**config.mk**
```make
export PLATFORM = sky130hd
export DESIGN_NAME = count_capture_fifo
export DESIGN_NICKNAME = d
export VERILOG_FILES = /design/src/rtl/count_capture_fifo.sv
export SDC_FILE = /design/constraint.sdc
export NUM_CORES = 1
export LEC_CHECK = 0
export ABC_AREA = 0
export CAP_MARGIN = 20
export CORE_ASPECT_RATIO = 1.25
export CORE_UTILIZATION = 50
export DETAILED_ROUTE_END_ITERATION = 10
export GPL_TIMING_DRIVEN = 0
export MAX_ROUTING_LAYER = met4
export PLACE_DENSITY_LB_ADDON = 0.25
export SLEW_MARGIN = 20
export SYNTH_ARGS = -nofsm -noshare
export SYNTH_HDL_FRONTEND = slang
export SYNTH_SLANG_ARGS = --single-unit
export TNS_END_PERCENT = 20
```
**constraint.sdc**
```tcl
create_clock -name clk -period 2.5 [get_ports clk]
set_input_delay 0.75 -clock clk [delete_from_list [all_inputs] [get_ports clk]]
set_output_delay 0.75 -clock clk [all_outputs]
set_load 0.005 [all_outputs]
```
**src/rtl/count_capture_fifo.sv**
```systemverilog
// Timestamps asynchronous event edges by snapshotting the counter bus into a
// first-word-fall-through FIFO drained through a valid/ready reader port.
module count_capture_fifo #(
    parameter int CNT_W       = 4,
    parameter int DEPTH       = 4,
    parameter int SYNC_STAGES = 2
) (
    input  logic                       clk,
    input  logic                       rst,
    input  logic [CNT_W-1:0]           count_in,
    input  logic                       evt_in,
    input  logic                       cap_en,
    output logic [CNT_W-1:0]           out_data,
    output logic                       out_valid,
    input  logic                       out_ready,
    output logic [$clog2(DEPTH+1)-1:0] level,
    output logic                       full,
    output logic                       empty,
    output logic                       overflow,
    input  logic                       clr_ovf
);

    localparam int PTR_W = $clog2(DEPTH);
    localparam int LVL_W = $clog2(DEPTH + 1);
    localparam logic [LVL_W-1:0] LVL_FULL = LVL_W'(DEPTH);

    logic [SYNC_STAGES-1:0] sync_q;
    logic                   s_d;
    logic                   cap_pulse;
    logic                   pop;
    logic                   push_ok;
    logic                   drop;
    logic [PTR_W-1:0]       wr_ptr;
    logic [PTR_W-1:0]       rd_ptr;
    logic [CNT_W-1:0]       mem [DEPTH];

    // Synchronizer chain plus one history flop for rising-edge detection
    always_ff @(posedge clk or negedge rst) begin
        if (!rst) begin
            sync_q <= '0;
            s_d    <= 1'b0;
        end else begin
            sync_q <= {sync_q[SYNC_STAGES-2:0], evt_in};
            s_d    <= sync_q[SYNC_STAGES-1];
        end
    end

    assign cap_pulse = sync_q[SYNC_STAGES-1] & ~s_d & cap_en;
    assign empty     = (level == '0);
    assign full      = (level == LVL_FULL);
    assign out_valid = ~empty;
    assign pop       = out_valid & out_ready;
    // A full FIFO still accepts a capture when the reader frees a slot in the same cycle
    assign push_ok   = cap_pulse & (~full | pop);
    assign drop      = cap_pulse & full & ~pop;
    assign out_data  = empty ? '0 : mem[rd_ptr];

    always_ff @(posedge clk) begin
        if (push_ok) begin
            mem[wr_ptr] <= count_in;
        end
    end

    always_ff @(posedge clk or negedge rst) begin
        if (!rst) begin
            wr_ptr <= '0;
            rd_ptr <= '0;
            level  <= '0;
        end else begin
            if (push_ok) begin
                wr_ptr <= wr_ptr + PTR_W'(1);
            end
            if (pop) begin
                rd_ptr <= rd_ptr + PTR_W'(1);
            end
            case ({push_ok, pop})
                2'b10:   level <= level + LVL_W'(1);
                2'b01:   level <= level - LVL_W'(1);
                default: level <= level;
            endcase
        end
    end

    // A new drop takes priority over a clear in the same cycle
    always_ff @(posedge clk or negedge rst) begin
        if (!rst) begin
            overflow <= 1'b0;
        end else if (drop) begin
            overflow <= 1'b1;
        end else if (clr_ovf) begin
            overflow <= 1'b0;
        end
    end

endmodule

```
==> flow_metrics.tcl <==
set metrics [dict create \
    io_buffers 19 \
    switching_power_w 0.000488 \
    boundaryPins 21 \
    combinationalPowerShare 0.458 \
    use_met2 0.250 \
    final_util 0.676 \
    startpoint_type "flip-flop" \
    diodes 0 \
    drive_above_1_share 0.211 \
    syn_area_per_cell_um2 14.7 \
    core_area_um2 2260 \
    critPathTopFamily "multiplexers" \
    internal-power_w 0.00101 \
    grt_overflow 0 \
    fin_crit_sh 0.975 \
    instances_no_fill 140 \
    p_per_area_nw_per_um2 982 \
    rows 19 \
    cp.required_ns 1.75 \
    cap_violations 0 \
    holdPathStages 0 \
    drc 0 \
    grt_pass1_vias 688 \
    tritoncts "done" \
    synth_area_um2 1240 \
    outcome "finished clean" \
    layout_commonest_cell "edfxtp_1" \
    tightest_slew_ns 0.480 \
    rsz0062_at_grt "true" \
    ys_seq_area_frac 0.610 \
    top_usage_layer "met2" \
    holdBufCountCts 0 \
    grt_pass1_wl_um 3200 \
    syn_nets 99 \
    place_hpwl_um 1530 \
    met3_usage 0.0312 \
    relSlewSlack 0.679 \
    cp.arrival_ns 1.69 \
    die_area_um2 2680 \
    nNetsFinal 125 \
    yosys_register_bits 27 \
    power_w 0.00150 \
    dp_cells 134 \
    clock.fmax_mhz 410 \
    clock-sinks 27 \
    p_clk_frac 0.118 \
    cts_root_buf "clkbuf_4" \
    finalSetupViolations 0 \
    sw_frac_of_total 0.325 \
    antenna_found_initial 0 \
    hold_viol 0 \
    track_usage 0.179 \
    ir_worst_vdd_uv 547 \
    fin_worst_skew_ns 0.00415 \
    cp_max_fo 5 \
    place_congestion 0.785 \
    nFillCells 156 \
    crit_type "reg -> out" \
    ff_latch_area_um2 758 \
    yosys_warnings 0 \
    seq_power_share 0.425 \
    final_cell_mix "16 x edfxtp_1, 14 x clkdlybuf4s50_1, 9 x dfrtp_1, 6 x inv_1" \
    drt-initial-drc-count 9 \
    multi_input_area_um2 447 \
    syn_to_final_growth_pct 23.3 \
    initial_core_util 0.548 \
    synth_cell_types 30 \
    fin_setup_tns_ns 0 \
    clk_pin_slew_ns 0.13 \
    p_leak_nw 0.602 \
    num_vias 743 \
    cp_cell_sequence "buf_6, mux4_2, nor2b_1, dlygate4sd2_1" \
    avgRoutedWirePerCell_um 14.8 \
    fp.dieH_um 57.7 \
    die_x_um 46.5 \
    dr.pass1.iters 4 \
    hold_class "reg -> reg" \
    grt_max_degree 15 \
    grtUsageMet1 0.243 \
    ant_nets 0 \
    hold-worst-slack_ns 0.370 \
    critPathSlowestCell "mux4_2" \
    vias_per_cell 5.31 \
    clock_path_buffers 2 \
    fin_crit_ns 2.44 \
    netlist_instances 84 \
    cts_made_buffers 3 \
    worst-path-buf-inv 2 \
    worst-path-stages 4 \
    max_stage_delay_ns 0.48 \
    cts_max_level 1 \
    report.final.slew_viol_count 0 \
    wirelength_um 2070 \
    clk_latency_ns 0.31 \
    crit_path_end_kind "output pin" \
    reg2regPathDepth 9 \
]
-- cells by family (layout without fill, tap and decap cells) --
family,after synthesis,count (layout),share of synthesized area
xor+xnor,5,5,0.0354
mux,6,6,0.0929
flops,27,27,0.610
simple gates,18,18,0.0899
fa+ha+maj,5,5,0.0566
buf+inv,12,37,0.0394
compound gates,11,11,0.0758
-- flip-flops by register name, summed over array words and instances (netlist names) --
signal and count:
level 3, s_d 1, mem 16, wr_ptr 2, overflow 1, sync_q 2
rd_ptr 2
-- cell usage after synthesis --
cell       count  area share
o22ai_1        1      0.0051
edfxtp_1      16        0.39
a21oi_1        1      0.0040
mux2i_1        1      0.0081
mux4_2         4       0.073
mux2_4         1       0.012
fa_1           1       0.016
and2_1         4       0.020
buf_2          2      0.0081
o2111ai_1      1      0.0071
dfrtp_1       11        0.22
o221ai_1       2       0.014
xor2_1         1      0.0071
or3b_1         1      0.0071
a21oi_4        1       0.013
clkinv_2       1      0.0040
inv_1          8       0.024
o32ai_1        1      0.0071
xnor2_1        4       0.028
clkbuf_1       1      0.0030
nor2b_1        4       0.020
a22oi_1        1      0.0061
nor2_1         2      0.0061
a311oi_1       1      0.0071
nand3_1        2      0.0081
nand3b_4       1       0.016
o21ai_0        1      0.0040
nand2_1        4       0.012
ha_1           4       0.040
a221o_1        1      0.0081
-- worst paths after layout --
kind                            slack, ns  startpoint          end
min in group asynchronous            0.75         rst     overflow
worst max register to register       0.48    level[1]     level[2]
worst max-delay path                 0.06   rd_ptr[0]  out_data[3]
worst min-delay path                 0.37   sync_q[0]    sync_q[1]
max in group asynchronous            1.41         rst     level[1]
worst min register to register       0.37   sync_q[0]    sync_q[1]
-- metal layers --
layer	routed length, um	up-vias
li1	-	358
met5	0	-
met1	869	356
met2	1060	21
met4	61	0
met3	73	8
-- through the flow --
| step | setup slack [ns] | instance area (um2) |
|---|---|---|
| after global routing | -0.0119 | 1530 |
| after floorplan | 0.113 | 1240 |
| final | 0.0627 | 1530 |
| after CTS | -0.0377 | 1500 |
| after global placement | -0.149 | 1470 |
| after detailed placement | -0.245 | 1470 |
-- cell type report --
class | count | area share
plain buffers | 3 | 0.0131
multi-input cells | 45 | 0.292
well taps | 31 | 0.0254
clock buffers | 4 | 0.0172
flip-flops and latches | 27 | 0.496
inverters | 9 | 0.0229
repair buffers | 21 | 0.133
-- power by group through the flow --
stage | sequential [W] | clock (W) | combinational [W]
after floorplan | 0.000620 | 0 | 0.000386
after global placement | 0.000639 | 0 | 0.000634
after detailed placement | 0.000642 | 0 | 0.000656
after CTS | 0.000637 | 0.000181 | 0.000640
after global routing | 0.000649 | 0.000204 | 0.000761
final | 0.000637 | 0.000176 | 0.000687
-- timing repair --
action | 4_1_cts | 5_1_grt
setup buffers | 0 | 2
endpoints found under the setup margin | 6 | 5
resized for setup | 10 | 8
No activity file was read; power rests on OpenSTA's default activity.
